--- src/rtl/seg7_flash_stage.sv ---
// rtl/seg7_flash_stage.sv - registered seven-segment output stage with timed digit blinking
// Optional build macro SEG7_FREEZE_EN: blink phases show a frame snapshot taken at the request.
module seg7_flash_stage #(
    parameter int TICKS_PER_HALF = 25000000,
    parameter int CNT_W          = 25
) (
    input  logic        clk,
    input  logic        rst,
    input  logic [41:0] frame_in,
    input  logic        flash_req,
    input  logic [3:0]  flash_count,
    input  logic [5:0]  digit_mask,
    output logic [41:0] frame_out,
    output logic        busy,
    output logic        done_pulse
);

    localparam logic [1:0] IDLE = 2'd0;
    localparam logic [1:0] OFF  = 2'd1;
    localparam logic [1:0] ON   = 2'd2;
    localparam logic [1:0] DONE = 2'd3;

    localparam logic [CNT_W-1:0] TICK_LAST = CNT_W'(TICKS_PER_HALF - 1);
    localparam logic [41:0]      ALL_DARK  = 42'h3FF_FFFF_FFFF;

    logic [1:0]       state;
    logic [CNT_W-1:0] tickCnt;
    logic [3:0]       periodsLeft;
    logic [5:0]       maskLatch;
    logic             zeroDone;
    logic             tickLast;
    logic             acceptReq;
    logic [41:0]      srcFrame;
    logic [41:0]      nextFrame;

    assign tickLast  = (tickCnt == TICK_LAST);
    assign acceptReq = (state == IDLE) && flash_req && (flash_count != 4'd0);

`ifdef SEG7_FREEZE_EN
    logic [41:0] snapFrame;

    always_ff @(posedge clk or negedge rst) begin
        if (!rst) begin
            snapFrame <= ALL_DARK;
        end else if (acceptReq) begin
            snapFrame <= frame_in;
        end
    end

    assign srcFrame = ((state == OFF) || (state == ON)) ? snapFrame : frame_in;
`else
    assign srcFrame = frame_in;
`endif

    always_comb begin
        nextFrame = srcFrame;
        if (state == OFF) begin
            for (int d = 0; d < 6; d++) begin
                if (maskLatch[d]) begin
                    nextFrame[d*7 +: 7] = 7'h7F;
                end
            end
        end
    end

    always_ff @(posedge clk or negedge rst) begin
        if (!rst) begin
            state       <= IDLE;
            tickCnt     <= '0;
            periodsLeft <= 4'd0;
            maskLatch   <= 6'd0;
            zeroDone    <= 1'b0;
            frame_out   <= ALL_DARK;
        end else begin
            frame_out <= nextFrame;
            // A zero-length request completes without ever leaving IDLE.
            zeroDone  <= (state == IDLE) && flash_req && (flash_count == 4'd0);
            case (state)
                IDLE: begin
                    if (acceptReq) begin
                        periodsLeft <= flash_count;
                        maskLatch   <= digit_mask;
                        tickCnt     <= '0;
                        state       <= OFF;
                    end
                end
                OFF: begin
                    if (tickLast) begin
                        tickCnt <= '0;
                        state   <= ON;
                    end else begin
                        tickCnt <= tickCnt + CNT_W'(1);
                    end
                end
                ON: begin
                    if (tickLast) begin
                        tickCnt     <= '0;
                        periodsLeft <= periodsLeft - 4'd1;
                        state       <= (periodsLeft == 4'd1) ? DONE : OFF;
                    end else begin
                        tickCnt <= tickCnt + CNT_W'(1);
                    end
                end
                DONE: begin
                    state <= IDLE;
                end
                default: begin
                    state <= IDLE;
                end
            endcase
        end
    end

    assign busy       = (state == OFF) || (state == ON);
    assign done_pulse = (state == DONE) || zeroDone;

endmodule

--- config.mk ---
export PLATFORM = sky130hd
export DESIGN_NAME = seg7_flash_stage
export DESIGN_NICKNAME = d
export VERILOG_FILES = /design/src/rtl/seg7_flash_stage.sv
export SDC_FILE = /design/constraint.sdc
export NUM_CORES = 1
export LEC_CHECK = 0
export CORE_MARGIN = 4
export CORE_UTILIZATION = 52
export CTS_BUF_LIST = sky130_fd_sc_hd__clkbuf_16
export DETAILED_ROUTE_END_ITERATION = 8
export PLACE_DENSITY = 0.85
export RECOVER_POWER = 50
export SETUP_SLACK_MARGIN = 0.3
export SYNTH_ARGS = -nofsm -noshare
export SYNTH_HDL_FRONTEND = slang
export SYNTH_SLANG_ARGS = --single-unit
--- constraint.sdc ---
create_clock -name clk -period 3.58 [get_ports clk]
set_clock_uncertainty 0.05 [all_clocks]
set_input_delay 0.716 -clock clk [delete_from_list [all_inputs] [get_ports clk]]
set_output_delay 0.716 -clock clk [all_outputs]
set_load 0.02 [all_outputs]
Word-level counts from Yosys, hierarchy flattened. Cells that the tools add are included.

Reductions and logical operators: 15. Muxes and demuxes: 18. Add/subtract/negate cells: 2. Eq/ne operators: 8.

Operator list (number): $mux 25 (2); $pmux 25 s2 (1); $mux 42 (1); $mux 7 (6); $add 25x1->25 const B (1); $eq 25x25->1 const B (1); $mux 2 (4); $mux 4 (2); $pmux 2 s4 (1); $pmux 4 s2 (1); $ne 2x2->1 const B (3); $reduce_and 3->1 (2); $eq 2x2->1 const B (2); $eq 4x1->1 const B (1); $logic_not 4->1 (1); $reduce_and 2->1 (2); $reduce_bool 2->1 (2); $reduce_bool 4->1 (1); $sub 4x1->4 const B (1); $logic_and 1x1->1 (3); $eq 2x1->1 const B (1); $logic_not 2->1 (1); $logic_or 1x1->1 (2); $reduce_or 2->1 (1).

Output and inout bits: 44. Input port bits: 55. Logic and storage cells: 49. Register bits after elaboration: 80.

Logic depth before layout (Yosys ltp). Gate-level depths: netlist (run 1).

Word-level depth: 5. Depth in mapped cells: 8. Gate-level depth less buffers: 7.

Least setup slack after synthesis (run 1). OpenSTA, ideal clock, no wires.

Path type: input to register. Start: input port flash_count[2]. End: register periodsLeft[1]. Data required time: 3.404 ns. Setup time: 0.126 ns. Data arrival time: 2.238 ns. Buffers on the path: 0. Setup slack: 1.166 ns. Stages on the path: 5. Path through: or4_1 > a21boi_0 > nor2_1 > mux2_2 > a221o_1.

Cells in the longest elaborated chain, start to end: 4.

RTL lines: from (decl) (line 11) `input logic [3:0] flash_count,`; $reduce_bool 4->1 (line 37) `assign acceptReq = (state == IDLE) && flash_req && (flash_count != 4'd0);`; $logic_and 1x1->1 (line 37); $ne 2x2->1 (no line); $reduce_and 3->1 (no line); to (signal assigned) (line 81) `periodsLeft <= flash_count;`; to (signal assigned) (line 98) `periodsLeft <= periodsLeft - 4'd1;`; to (decl) (line 28) `logic [3:0] periodsLeft;`.

No other way between the ends. A chain may end at the register's enable or synchronous reset.

Final worst setup path (run 1). Same ends and word-level chain as after synthesis.

==> metrics.md, run 1 <==
| Metric | Value |
|---|---|
| Final worst-path setup slack | 930 ps |
| Pin count of the biggest net entering global routing | 81 |
| Worst-Margin Slew | 1910 ps |
| Int Pwr | 1.57 mW |
| Placed cell area | 4740 sq um |
| # rows | 30 |
| XOR/XNOR share of the synthesized area | 0% |
| Synth Instances | 335 |
| RSZ-0062 raised after global routing | no |
| Synth Area in Compound Gates | 10.3% |
| M2 GR Usage | 36.1% |
| Area delta synth->final | 38.0% |
| Sw Pwr | 0.457 mW |
| VDD IR max | 0.000253 V |
| Fmax | 377 MHz |
| Final Cycle Share | 74.0% |
| Final Power | 2.03 mW |
| Total clock buffers created by CTS | 9 |
| Detailed-route via count | 2930 |
| Cell family with most CP delay | compound AO/OA/AOI/OAI gates |
| Largest family of logic cells by synthesized area | simple AND/OR/NAND/NOR gates |
| Gpl congestion | 0.899 |
| Post-route minimum period | 2650 ps |
| Outcome | complete, but fails checks |
| Met1 Usage GRT | 25.6% |
| Critical path depth | 6 |
| Fill cell count | 449 |
| Yosys top cell area share | 30.2% |
| GR Util All Layers | 20.5% |
| DRT Pass-1 Iters | 4 |
| WP data arrival | 2820 ps |
| Total grt overflow | 0 |
| Final Hold Viols | 0 |
| Placed Cells incl. Taps | 525 |
| PwrDens | 402 nW/um^2 |
| ANT cells | 0 |
| CTS clock-pin slew for the worst setup and hold paths | 60 ps |
| First-pass GRT wire length | 13700 um |
| Syn_area_per_cell | 10.9 sq um |
| Starting Density | 53.7% |
| Setup TNS | 0 ps |
| Ys flop type | dfstp_2 |
| Synth Area in Adders | 2.74% |
| Static leakage | 2.13 nW |
| Busiest grt layer | met2 |
| CP max stage delay | 620 ps |
| Seq pwr share | 47.0% |
| Share of layout cells above drive strength 1 | 17.1% |
| R2R cell count | 8 |
| Final core occ | 74.1% |
| Die X-Extent | 91.8 um |
| CP startpoint kind | input pin |
| Slew Limit Headroom | -27.6% |
| Top cell type by total area after synthesis | dfstp_2 |
| Worst Setup End Kind | register |
| WP buf/inv | 1 |
| # IOs | 99 |
| Hold buffer count at cts | 0 |
| Gate power share | 8.7% |
| Seq/Total Area, Yosys | 56.3% |
| Via density | 5.42 |
| Area of the mapped netlist | 3650 sq um |
| WHS | 431 ps |
| Critical path class | in -> reg |
| Yosys reg bits | 80 |
| Initial drt markers | 287 |
| Nets | 503 |
| Synth area leaders | dfstp_2 (30%), dfrtp_1 (26%), nand2b_1 (7.4%), mux2i_1 (3.3%), nand3_1 (2.9%) |
| Worst-Skew Late Latency | 330 ps |
| Die area | 8420 sq um |
| Yosys cell types | 44 |
| Crit Path Max Fanout | 5 |
| Async S/R FF share, synth | 100% |
| Buffers added on ports | 98 |
| Post-DP HPWL | 5970 um |
| Clk sinks | 80 |
| Postcts setup bufs | 0 |
| Final setup viols | 0 |
| CTS tree | yes |
| CTS root buf | clkbuf_16 |
| Clock Path Buffers | 2 |
| Synthesis Warnings | 0 |
| Failing checks | max-capacitance violations, max-slew violations |
| Post-route ant nets | 0 |
| Setup WS pre-CTS | 600 ps |
| Clock share of power | 44.3% |
| Switching part of the total | 22.6% |
| Simple-Gate Fraction of Synth Area | 22.3% |
| EDFF count, synth | 0 |
| Layout Cells excl Fill | 541 |
| Post-Route WL | 8410 um |
| CORE AREA | 6790 sq um |
| Multi-input logic area | 1510 sq um |
| Required @ worst endpoint | 3750 ps |
| Post-synthesis mux area share | 6.07% |
| Final Max Slew Viols | 81 |
| CP Cell Sequence | clkdlybuf4s50_1 -> or4_1 -> a21boi_0 -> nor2_1 -> mux2_2 -> a221o_1 |
| Critical-path top delay cell | or4_1 |
| Number of global-route vias before repair | 2760 |
| WL/cell | 15.5 um |
| H-tree levels | 3 |
| Grt met3 use | 2.63% |
| Die span in y | 91.8 um |
| # resized after CTS | 0 |
| Reg area | 2050 sq um |
| Hold/Removal Path Class | reg -> reg |
| Hold Path Depth | 1 |
| Fin area | 5040 sq um |
| Residual DRC | 0 |
| Syn_nets | 398 |
| Maxcap violations | 1 |
| Antenna violations before repair | 0 |
[layout by cell type (no fill, tap or decap), types with 4 or more instances in the layout]
cell,instances
nor2_1,19
nand2b_1,43
nand4_1,12
mux2_2,9
mux2i_1,12
o22ai_1,4
nor4_1,4
dfrtp_1,38
inv_1,11
clkbuf_16,10
buf_4,4
clkdlybuf4s50_1,97
a21oi_1,19
nand2_1,26
dfstp_2,42
ha_1,8
a21o_1,5
a22o_1,5
o21ai_0,13
nand3_1,21
nor3_1,4
[cell usage after synthesis, drive strengths merged (5+ instances only)]
| cell type | number |
|---|---|
| a21o | 5 |
| nor4 | 5 |
| mux2 | 9 |
| o21ai | 14 |
| dfrtp | 38 |
| a21oi | 20 |
| nand2 | 26 |
| ha | 8 |
| inv | 11 |
| a22o | 5 |
| mux2i | 12 |
| nand4 | 12 |
| nand2b | 43 |
| dfstp | 42 |
| nor2 | 19 |
| nand3 | 21 |
[registers in the layout (all words and copies together), names as in the netlist]
name	cells
frame_out	42
zeroDone	1
maskLatch	6
tickCnt	25
periodsLeft	4
state	2
[cell families (layout without fill, tap and decap cells)]
family                     count (synthesis)  after routing
AOI/OAI and AO/OA                         59             59
adders and majority gates                  8              8
buffers and inverters                     20            130
DFF                                       80             80
muxes                                     21             21
and+or+nand+nor                          147            147
[final cells by class]
class	count	share of cell area, %
flip-flops and latches	80	40.8
multi-input cells	235	30.1
repair buffers	102	20.0
clock buffers	10	4.97
well taps	96	2.39
clock inverters	6	0.919
inverters	12	0.894
[worst paths after layout]
path | start | to | slack, ps
max | flash_count[2] | periodsLeft[1] | 930
min | tickCnt[20] | tickCnt[20] | 430
max reg2reg | state[1] | tickCnt[21] | 1000
min reg2reg | tickCnt[20] | tickCnt[20] | 430
max in group asynchronous | rst | tickCnt[6] | 1480
min in group asynchronous | rst | tickCnt[7] | 840
[routing by layer]
| metal | wire length [um] | vias up |
|---|---|---|
| li1 | - | 1397 |
| met1 | 3470 | 1411 |
| met2 | 4330 | 110 |
| met3 | 480 | 12 |
| met4 | 128 | 0 |
| met5 | 0 | - |
[worst reg2reg max path: stages (launching register included)]
cell	delay, ps
dfrtp_1	410
inv_1	120
ha_1	330
clkinv_1	250
a2bb2oi_1	240
a211oi_2	530
buf_4	310
nand3_1	120
mux2i_1	160
[power by group through the flow]
stage	Clock [mW]	Combinational, mW	Sequential, mW
6_report	0.897	0.176	0.952
3_5_place_dp	0	0.178	0.968
5_1_grt	0.952	0.187	0.955
4_1_cts	0.910	0.179	0.953
2_1_floorplan	0	0.0174	1.00
3_3_place_gp	0	0.176	0.967
No activity file was read; power rests on OpenSTA's default activity.
==> inputs of run 2 (changes only) <==
--- a/config.mk
+++ b/config.mk
@@ -6,10 +6,10 @@
 export NUM_CORES = 1
 export LEC_CHECK = 0
 export CORE_MARGIN = 4
-export CORE_UTILIZATION = 52
+export CORE_UTILIZATION = 44
 export CTS_BUF_LIST = sky130_fd_sc_hd__clkbuf_16
 export DETAILED_ROUTE_END_ITERATION = 8
-export PLACE_DENSITY = 0.85
+export PLACE_DENSITY = 0.77
 export RECOVER_POWER = 50
 export SETUP_SLACK_MARGIN = 0.3
 export SYNTH_ARGS = -nofsm -noshare
==> constraint.sdc (replaced) <==
create_clock -name clk -period 2.15 [get_ports clk]
set_clock_uncertainty 0.05 [all_clocks]
set_input_delay 0.43 -clock clk [delete_from_list [all_inputs] [get_ports clk]]
set_output_delay 0.43 -clock clk [all_outputs]
set_load 0.02 [all_outputs]
==> metrics.md, run 2 (same netlist as run 1, synthesis figures left out) <==
| Metric | Value |
|---|---|
| Starting Density | 46.3% (-7.4 points) |
| Final setup viols | 6 (+6) |
| CP Cell Sequence | or4b_4 -> nor4_4 -> buf_4 -> buf_6 -> nand2_2 -> mux2i_1 -> a221o_1 |
| RR Startpoint | tickCnt[9] |
| Worst-Margin Slew | 643 ps (-1270 ps) |
| Die span in y | 99.1 um (+8.0%) |
| Post-DP HPWL | 6800 um (+14%) |
| VDD IR max | 0.000519 V (+110%) |
| HP Start | tickCnt[20] |
| # rows | 32 (+6.7%) |
| H-tree levels | 3 (unchanged) |
| Antenna violations before repair | 0 (unchanged) |
| CTS tree | yes |
| Pin count of the biggest net entering global routing | 42 (-48%) |
| RSZ-0062 raised after global routing | yes |
| Regs by FF count | frame_out: 42 flops, tickCnt: 25 flops, maskLatch: 6 flops |
| Die X-Extent | 99.1 um (+8.0%) |
| Detailed-route via count | 3178 (+8.5%) |
| Via density | 5.40 (-0.38%) |
| Critical-path top delay cell | or4b_4 |
| Most frequent cells in the layout | clkdlybuf4s50_1 (53), nand2b_1 (43), dfstp_2 (42), dlygate4sd2_1 (42), dfrtp_1 (38) |
| WL/cell | 17.1 um (+10%) |
| Max FFs per register | 42 (unchanged) |
| CTS clock-pin slew for the worst setup and hold paths | 60 ps (about the same) |
| Most flops, register | frame_out |
| CP startpoint kind | register |
| Final Cycle Share | 101% |
| Gpl congestion | 0.831 (-7.6%) |
| Final Power | 3.44 mW (+70%) |
| Number of global-route vias before repair | 3272 (+19%) |
| Static leakage | 2.44 nW (+15%) |
| Post-Route WL | 10100 um (+20%) |
| Placed cell area | 5050 sq um (+6.4%) |
| Cell family with most CP delay | simple AND/OR/NAND/NOR gates |
| Fin area | 5560 sq um (+10%) |
| Worst Setup End Kind | register |
| Final worst-path setup slack | -26.6 ps (-957 ps) |
| # IOs | 99 (unchanged) |
| Total grt overflow | 0 (unchanged) |
| Outcome | complete, but fails checks |
| Final Max Slew Viols | 0 (-100%) |
| Post-route ant nets | 0 (unchanged) |
| Hold Path Depth | 1 (unchanged) |
| Reg-to-reg endpoint | periodsLeft[0] |
| Share of layout cells above drive strength 1 | 31.0% (+14 points) |
| Fmax | 459 MHz |
| Worst-Skew Late Latency | 330 ps (about the same) |
| Total clock buffers created by CTS | 9 (unchanged) |
| DRT Pass-1 Iters | 4 (unchanged) |
| Post-route minimum period | 2180 ps |
| CORE AREA | 7890 sq um (+16%) |
| Clk sinks | 80 (unchanged) |
| Reg2Reg Setup Slack | -30 ps (-1030 ps) |
| Die area | 9820 sq um (+17%) |
| ANT cells | 0 (unchanged) |
| Area delta synth->final | 52.3% |
| GR Util All Layers | 20.4% (-0.062 points) |
| Final Hold Viols | 0 (unchanged) |
| CTS root buf | clkbuf_16 |
| Nets | 545 (+8.3%) |
| Residual DRC | 0 (unchanged) |
| Hold/Removal Path Class | reg -> reg |
| Clock Path Buffers | 2 (unchanged) |
| WP data arrival | 2340 ps (-480 ps) |
| End of the worst hold path | tickCnt[20] |
| Final core occ | 70.5% (-3.6 points) |
| PwrDens | 619 nW/um^2 (+54%) |
| CP max stage delay | 570 ps (-50 ps) |
| Most common cell after layout, fill and taps aside | clkdlybuf4s50_1 |
| Maxcap violations | 0 (-1) |
| WP buf/inv | 2 (+1) |
| R2R cell count | 7 (-1) |
| Initial drt markers | 135 (-53%) |
| Failing checks | negative setup slack |
| Crit Path Max Fanout | 3 (-2) |
| Buffers added on ports | 98 (unchanged) |
| Setup TNS | -102 ps (-102 ps) |
| Critical path class | reg -> reg |
| Required @ worst endpoint | 2310 ps (-1440 ps) |
| Slew Limit Headroom | 57.1% (+85 points) |
| First-pass GRT wire length | 16000 um (+17%) |
[run 2: how the worst max path moves through the flow]
stage                   start  cells past startpoint        endpoint  slack, ps
3_3_place_gp   flash_count[2]                      6  periodsLeft[1]       -260
5_1_grt            tickCnt[9]                      7  periodsLeft[0]        -90
6_report           tickCnt[9]                      7  periodsLeft[0]        -30
2_1_floorplan      tickCnt[7]                      6  periodsLeft[1]         50
3_5_place_dp   flash_count[2]                      6  periodsLeft[1]       -310
4_1_cts            tickCnt[8]                      7  periodsLeft[0]          7
[run 2: final cells by class]
| cell class | count | area, sq um |
|---|---|---|
| fill | 544 | 2330 |
| clock inverter | 6 | 65.1 |
| sequential | 80 | 2050 |
| tap | 102 | 128 |
| multi-input combinational | 236 | 1720 |
| inverter | 12 | 50.0 |
| clock buffer | 10 | 250 |
| timing repair buffer | 143 | 1290 |
[run 2: through the flow]
step	worst slack [ps]	cells	hold slack, ps
after floorplan	46.9	335	84.4
after global placement	-258	563	307
after detailed placement	-307	563	317
after CTS	7.45	585	432
after global routing	-91.5	589	447
final	-26.6	589	426
[run 2: repair_timing]
action                     4_1_cts  5_1_grt
buffers inserted                 2        4
hold endpoints to repair        19        0
setup endpoints to repair       81       39
pin swaps                       10       11
hold buffers                     1        0
cloned                           3        0
gates resized for setup         71       27
[run 2: metal layers]
layer | share of wire, % | vias up | GRT usage, %
met5 | 0 | - | 0
li1 | - | 1481 | -
met3 | 5.1 | 22 | 3.26
met2 | 52 | 123 | 36.5
met1 | 40 | 1552 | 24.1
met4 | 2.8 | 0 | 9.03
[run 2: power breakdown]
part           internal [mW]  leakage, nW  total [mW]  switching [mW]
Sequential              1.58        0.922        1.59         0.00936
Combinational          0.151         1.36       0.279           0.128
Clock                  0.972        0.156        1.57           0.602
Total                   2.70         2.44        3.44           0.740
